## config.mk

```make
export PLATFORM = sky130hd
export DESIGN_NAME = path_delay_meter
export DESIGN_NICKNAME = d
export VERILOG_FILES = /design/src/rtl/path_delay_meter.sv
export SDC_FILE = /design/constraint.sdc
export NUM_CORES = 1
export LEC_CHECK = 0
export BUFFER_PORTS_ARGS = -buffer_cell sky130_fd_sc_hd__buf_2
export CELL_PAD_IN_SITES_DETAIL_PLACEMENT = 1
export CELL_PAD_IN_SITES_GLOBAL_PLACEMENT = 1
export CORE_MARGIN = 3
export CORE_UTILIZATION = 40
export DETAILED_ROUTE_END_ITERATION = 8
export GPL_TIMING_DRIVEN = 0
export MAX_ROUTING_LAYER = met4
export PLACE_DENSITY = 0.87
export SLEW_MARGIN = 20
export SYNTH_ARGS = -nofsm -noshare
export SYNTH_HDL_FRONTEND = slang
export SYNTH_SLANG_ARGS = --single-unit
```

## constraint.sdc

```tcl
create_clock -name clk -period 2.9 [get_ports clk]
set_input_delay 0.29 -clock clk [delete_from_list [all_inputs] [get_ports clk]]
set_output_delay 0.29 -clock clk [all_outputs]
set_load 0.01 [all_outputs]
```

## src/rtl/path_delay_meter.sv

```systemverilog
// Cycle-accurate launch-to-arrival delay monitor for a non-inverting path.
// Measures rise and fall delays separately and keeps running min/max statistics.
module path_delay_meter #(
  parameter int CNT_W   = 8,
  parameter int TIMEOUT = 200
) (
  input  logic             clk,
  input  logic             rst,
  input  logic             en,
  input  logic             clr,
  input  logic             src,
  input  logic             dst,
  output logic             valid,
  output logic [CNT_W-1:0] delay,
  output logic             rise,
  output logic             timeout,
  output logic             overlap,
  output logic             glitch,
  output logic             busy,
  output logic [CNT_W-1:0] min_rise,
  output logic [CNT_W-1:0] max_rise,
  output logic [CNT_W-1:0] min_fall,
  output logic [CNT_W-1:0] max_fall
);

  typedef enum logic [1:0] {IDLE, WAIT_LAUNCH, WAIT_ARRIVE} state_t;

  localparam logic [CNT_W-1:0] TMO = CNT_W'(TIMEOUT);

  function automatic logic [CNT_W-1:0] umin(input logic [CNT_W-1:0] a, input logic [CNT_W-1:0] b);
    return (a < b) ? a : b;
  endfunction

  function automatic logic [CNT_W-1:0] umax(input logic [CNT_W-1:0] a, input logic [CNT_W-1:0] b);
    return (a > b) ? a : b;
  endfunction

  state_t           state, state_n;
  logic [CNT_W-1:0] cnt, cnt_n;
  logic             exp_r, exp_n;
  logic             pol_r, pol_n;
  logic             src_q, dst_q;
  logic             src_e, dst_e;
  logic             res, ovl, glt, tmo;
  logic [CNT_W-1:0] res_d;
  logic [CNT_W-1:0] min_r_c, max_r_c, min_f_c, max_f_c;

  assign src_e = src ^ src_q;
  assign dst_e = dst ^ dst_q;

  // Stage 0: edge detect, next-state and result decode
  always_comb begin
    state_n = state;
    cnt_n   = cnt;
    exp_n   = exp_r;
    pol_n   = pol_r;
    res     = 1'b0;
    res_d   = cnt;
    ovl     = 1'b0;
    glt     = 1'b0;
    tmo     = 1'b0;
    if (!en) begin
      state_n = IDLE;
    end else begin
      case (state)
        IDLE: state_n = WAIT_LAUNCH;
        WAIT_LAUNCH, WAIT_ARRIVE: begin
          if (src_e) begin
            // A new launch always wins; in WAIT_ARRIVE it discards the old one.
            ovl   = (state == WAIT_ARRIVE);
            exp_n = src;
            pol_n = src;
            if (dst_e && (dst == src)) begin
              res     = 1'b1;
              res_d   = '0;
              state_n = WAIT_LAUNCH;
            end else begin
              cnt_n   = CNT_W'(1);
              state_n = WAIT_ARRIVE;
            end
          end else if (state == WAIT_ARRIVE) begin
            if (dst_e && (dst == exp_r)) begin
              res     = 1'b1;
              state_n = WAIT_LAUNCH;
            end else if (dst_e) begin
              glt   = 1'b1;
              cnt_n = cnt + CNT_W'(1);
            end else if (cnt >= TMO) begin
              // >= also catches a glitch that stepped past the limit.
              tmo     = 1'b1;
              state_n = WAIT_LAUNCH;
            end else begin
              cnt_n = cnt + CNT_W'(1);
            end
          end
        end
        default: state_n = IDLE;
      endcase
    end
  end

  // Clear first, then fold in a coincident result.
  always_comb begin
    min_r_c = clr ? '1 : min_rise;
    max_r_c = clr ? '0 : max_rise;
    min_f_c = clr ? '1 : min_fall;
    max_f_c = clr ? '0 : max_fall;
  end

  // Stage 1: registered state, results and statistics
  always_ff @(posedge clk or posedge rst) begin
    if (rst) begin
      state    <= IDLE;
      cnt      <= '0;
      exp_r    <= 1'b0;
      pol_r    <= 1'b0;
      src_q    <= 1'b0;
      dst_q    <= 1'b0;
      valid    <= 1'b0;
      delay    <= '0;
      rise     <= 1'b0;
      timeout  <= 1'b0;
      overlap  <= 1'b0;
      glitch   <= 1'b0;
      busy     <= 1'b0;
      min_rise <= '1;
      max_rise <= '0;
      min_fall <= '1;
      max_fall <= '0;
    end else begin
      state   <= state_n;
      cnt     <= cnt_n;
      exp_r   <= exp_n;
      pol_r   <= pol_n;
      src_q   <= src;
      dst_q   <= dst;
      valid   <= res;
      timeout <= tmo;
      overlap <= ovl;
      glitch  <= glt;
      busy    <= (state_n == WAIT_ARRIVE);
      if (res) begin
        delay <= res_d;
        rise  <= pol_n;
      end
      if (res && pol_n) begin
        min_rise <= umin(min_r_c, res_d);
        max_rise <= umax(max_r_c, res_d);
      end else begin
        min_rise <= min_r_c;
        max_rise <= max_r_c;
      end
      if (res && !pol_n) begin
        min_fall <= umin(min_f_c, res_d);
        max_fall <= umax(max_f_c, res_d);
      end else begin
        min_fall <= min_f_c;
        max_fall <= max_f_c;
      end
    end
  end

endmodule

```

**Yosys cells after proc, flatten, opt, wreduce, memory -nomap -nowiden**

Cells that the tools add are included.

- Register bits after elaboration: 60
- Input bits: 6
- Word-level logic and storage cells: 98

- Add/subtract/negate cells: 1
- $lt $le $gt $ge: 5
- Eq/ne operators: 8
- Mux-type cells: 55
- Bitwise gates (word level): 2
- Reduce and logical (&&, ||, !) cells: 10

Operators with widths:

| operator | count |
|---|---|
| 2-to-1 mux 8 bit | 22 |
| 2-to-1 mux 1 bit | 25 |
| greater-than comparator 8 bit | 2 |
| less-than comparator 8 bit | 2 |
| 2-to-1 mux 2 bit | 7 |
| adder 8 x 1 -> 8 bit (second input constant) | 1 |
| greater-or-equal comparator 8 bit (second input constant) | 1 |
| AND reduction 6 bit | 1 |
| equality test 2 bit (second input constant) | 2 |
| logical AND 1 bit | 4 |
| != test 2 bit (second input constant) | 2 |
| one-hot mux 2 bit (2 select lines) | 1 |
| != test 3 bit (second input constant) | 1 |
| AND reduction 3 bit | 1 |
| equality test 1 bit | 2 |
| equality test 2 x 1 -> 1 bit (second input constant) | 1 |
| logical NOT 2 bit | 1 |
| nonzero test 2 bit | 1 |
| OR reduction 2 bit | 1 |
| XOR 1 bit | 2 |
| logical NOT 1 bit | 1 |

**Depth between registers and ports, before layout**

- Word-level depth: 9
- Mapped depth: 14
- Gate-level depth less buffers: 13

**Worst setup path after synthesis**

OpenSTA, ideal clock, no wires.

- Kind: reg-to-reg
- Start: reg state[0]
- End: reg min_rise[1]
- Arrival time: 2857 ps
- Data required time: 2825 ps
- Slack: -33 ps
- Cell stages (with the launch flop): 13
- Cell sequence: dfrtp_1 > inv_1 > ha_1 > and2_1 > o21ai_4 > buf_2 > nand2_1 > ha_1 > a21oi_1 > o21ai_0 > a211o_1 > o211ai_4 > mux2i_1

- Cells in the longest elaborated chain, start to end: 7
- Elaborated cells between the ends (all ways): 15
- Classes of those cells: 1 x order compare; 2 x eq/ne; 10 x mux; 2 x reduce/logical

Ends and longest elaborated chain:

| item | line | text |
|---|---|---|
| start: declaration | 38 | `state_t state, state_n;` |
| start signal: assignment | 131 | `state <= state_n;` |
| equality test 2 bit or equality test 2 x 1 -> 1 bit (tied branches) | 65, 81 |  |
| OR reduction 2 bit or 2-to-1 mux 1 bit (tied branches) | 65, 81 |  |
| 2-to-1 mux 8 bit or 2-to-1 mux 1 bit (tied branches) | 65, 68 |  |
| 2-to-1 mux 8 bit or 2-to-1 mux 1 bit (tied branches) | 62, 65 |  |
| less-than comparator 8 bit or 2-to-1 mux 1 bit (tied branches) | 31, 62 |  |
| 2-to-1 mux 8 bit or logical AND 1 bit (tied branches) | 31, 146 |  |
| 2-to-1 mux 8 bit (*) | 146 | `if (res && pol_n) begin` |
| end signal: assignment | 147 | `min_rise <= umin(min_r_c, res_d);` |
| end signal: assignment | 150 | `min_rise <= min_r_c;` |
| end: declaration | 20 | `output logic [CNT_W-1:0] min_rise,` |

Every way passes the cells marked *; elsewhere a longest branch is shown, timed or not.
A chain may end at the register's enable or synchronous reset.

**Worst setup path in the final report**

- Start: reg state[0]
- End: reg max_rise[6]

- Cells in the longest elaborated chain, start to end: 7
- Elaborated cells between the ends (all ways): 15
- Classes of those cells: 1 x order compare; 2 x eq/ne; 10 x mux; 2 x reduce/logical

Ends and longest elaborated chain:

| item | line | text |
|---|---|---|
| equality test 2 bit or equality test 2 x 1 -> 1 bit (tied branches) | 65, 81 |  |
| OR reduction 2 bit or 2-to-1 mux 1 bit (tied branches) | 65, 81 |  |
| 2-to-1 mux 8 bit or 2-to-1 mux 1 bit (tied branches) | 65, 68 |  |
| 2-to-1 mux 8 bit or 2-to-1 mux 1 bit (tied branches) | 62, 65 |  |
| greater-than comparator 8 bit or 2-to-1 mux 1 bit (tied branches) | 35, 62 |  |
| 2-to-1 mux 8 bit or logical AND 1 bit (tied branches) | 35, 146 |  |
| 2-to-1 mux 8 bit (*) | 146 |  |
| end signal: assignment | 148 | `max_rise <= umax(max_r_c, res_d);` |
| end signal: assignment | 151 | `max_rise <= max_r_c;` |
| end: declaration | 21 | `output logic [CNT_W-1:0] max_rise,` |

Marked as above.

==> flow_summary.toml <==
[die]
start_util = 0.415
row_count = 34
ios = 52
dieArea_um2 = 10300
core_um2 = 8810
die_h_um = 102
die_w_um = 102

[clocking]
cts_buffers = 9
root_buffer = "clkbuf_8"
cts_sinks = 60
cts_tree = "built"
htree_levels = 3
clock_path_buffers = 2
clk_pin_slew_ns = 0.08
clk_latency_ns = 0.34

[setup_path]
r2r_end = "max_rise[6]"
path_max_fanout = 8
cp_slowest_stage_delay_ns = 0.40
cp_cell_sequence = "inv_2, ha_4, and2_4, o21ai_4, buf_12, buf_12, nand2_8, ha_4, nand3_1, o21bai_1, a31oi_1, a211oi_2, o21a_1, buf_6, mux2i_1"
path_class = "reg2reg"
cp-end-kind = "register"
r2r_cells = 15
worst_path_dominant_cell_family = "compound AO/OA/AOI/OAI gates"
critPathArrivalTime_ns = 3.09
cp_data_required_time_ns = 3.15
rrSetupSlack_ns = 0.06
crit_buf_inv = 4
critPathSlowestCell = "dfrtp_1"
cp-start-kind = "register"
crit-reg2reg-launch = "state[0]"

[cells_and_area]
fillers = 1000
fin_area_um2 = 4630
utilization = 0.526
syn2layout_area_growth_pct = 26.7
layout_commonest_cell = "buf_2"
fin_nets = 491
mostFrequentLayoutCells = "buf_2 (52), dfrtp_1 (43), inv_1 (40)"
drive_above_1_share = 0.330
instances_no_fill = 563
antenna_cells = 0

[sta]
max_freq_mhz = 353
setup_ws_ns = 0.0641
finalSetupViolations = 0
fin_setup_tns_ns = 0
min_period_ns = 2.84
max_slew_margin = 0.630
finalCritPeriodShare = 0.978
hold_viol = 0
skew_ns = 0.00940
worst_pin_slew_ns = 0.551
slew_viol_final = 0

[detailed_routing]
postRouteAntennaNets = 0
wire_per_inst_um = 19.4
vias = 3072
dr.pass1.iters = 4
drt_iter0_drc = 106
via_per_inst = 5.46
drc = 0
totalWireLength_um = 10900

[yosys]
synth.avg_cell_area_um2 = 9.89
seq_area_frac_synth = 0.416
synth_area_um2 = 3660
async_reset_ff_frac = 1.00
ys.flop_type = "dfrtp_1"
syn-num-nets = 411
synth_seq_cells = 60
ys.warnings.count = 0
synth_edf_count = 0
syn_inst = 370
synth.distinct_cells = 51

[placed_design]
placed_area_um2 = 4070
gp_congestion = 0.849
portBuffers = 50
dpl.hpwl_um = 7140
dp.cells = 529
place_ws_ns = -0.598

[grt]
antenna_found_initial = 0
grt_overflow = 0
grt_use_total = 0.217
grt_pass1_vias = 3311
grt_pass1_wl_um = 16800
grt_max_degree = 36

[power]
powerDensity_nw_per_um2 = 549
p_leak_nw = 2.32
vdd_ir_drop_max_v = 0.000237

[hold_path]
hp-class = "in2reg"
whs_path_depth = 1
whs_endpoint = "src_q"
min_from = "src"

[run_status]
status = "finished clean"

[run]
maxCapViolations = 0
[worst reg2reg max path: cells and delay by family, from the launching register on]
family | cells | cell delay (ns)
buffers and inverters | 4 | 0.56
and+or+nand+nor | 3 | 0.37
AOI/OAI and AO/OA | 5 | 0.71
DFF | 1 | 0.40
muxes | 1 | 0.18
adders and majority gates | 2 | 0.53
[flip-flops by register name (all words and copies together), names as in the netlist, 2 cells and up]
name and flops:
cnt 8, delay 8, max_fall 8, max_rise 8
min_fall 8, min_rise 8, state 2
[through the flow]
stage / hold WS, ns / total power [mW]
2_1_floorplan: 0.321 / 1.50
3_5_place_dp: 0.296 / 1.76
5_1_grt: 0.121 / 2.71
3_3_place_gp: 0.489 / 1.69
6_report: 0.139 / 2.54
4_1_cts: 0.120 / 2.51
[worst max path at each step]
stage | cells after the start | endpoint | from
2_1_floorplan | 12 | min_rise[1] | state[0]
3_3_place_gp | 12 | min_rise[3] | state[0]
3_5_place_dp | 12 | min_rise[1] | state[0]
4_1_cts | 14 | max_rise[6] | state[1]
5_1_grt | 15 | max_rise[1] | state[0]
6_report | 15 | max_rise[6] | state[0]
[timing repair]
action,in CTS,in global routing
resized for setup,17,27
endpoints found under the setup margin,32,32
buffers inserted,9,8
cloned,0,0
endpoints found under the hold margin,23,0
pin swaps,5,14
hold buffers,1,0
[cells in the mapped netlist (all sizes together) (6+ instances only)]
cell type | number | area, um2
mux2i | 33 | 330
inv | 44 | 165
nor2 | 32 | 120
o21ai | 16 | 103
xor2 | 7 | 61.3
nand2b | 18 | 113
dfrtp | 44 | 1100
nor3 | 12 | 87.6
ha | 35 | 438
nor2b | 6 | 37.5
a21oi | 16 | 87.6
nand3 | 14 | 70.1
buf | 6 | 37.5
dfstp | 16 | 420
nand2 | 23 | 96.4
[per-layer routing]
| layer | track usage | share of wire | vias to the layer above |
|---|---|---|---|
| met4 | 0.0726 | 0.017 | 0 |
| met2 | 0.376 | 0.52 | 72 |
| li1 | - | - | 1432 |
| met3 | 0.0406 | 0.038 | 16 |
| met1 | 0.253 | 0.42 | 1552 |
| met5 | - | 0 | - |
[logic make-up (layout without fill, tap and decap cells)]
kind of cell	count (synthesis)	count (layout)	share of synthesized area
fa+ha+maj	37	37	0.126
flops	60	60	0.416
simple gates	118	118	0.170
compound gates	58	58	0.114
mux	35	35	0.0964
xor+xnor	7	7	0.0168
buf+inv	55	140	0.0619
[final cells by class]
| cell class | count | area, um2 | share of cell area |
|---|---|---|---|
| Clock inverter | 7 | 53.8 | 0.0116 |
| Inverter | 45 | 176 | 0.0381 |
| Sequential cell | 60 | 1520 | 0.329 |
| Clock buffer | 9 | 124 | 0.0267 |
| Tap cell | 108 | 135 | 0.0292 |
| Buffer | 10 | 75.1 | 0.0162 |
| Multi-Input combinational cell | 255 | 2090 | 0.452 |
| Timing Repair Buffer | 69 | 453 | 0.0977 |
[power breakdown]
part | total [mW] | internal (mW) | switching (mW)
Combinational | 0.797 | 0.312 | 0.485
Sequential | 1.05 | 0.951 | 0.102
Clock | 0.693 | 0.312 | 0.381
Total | 2.54 | 1.58 | 0.968
Power figures use the tool's default switching activity.
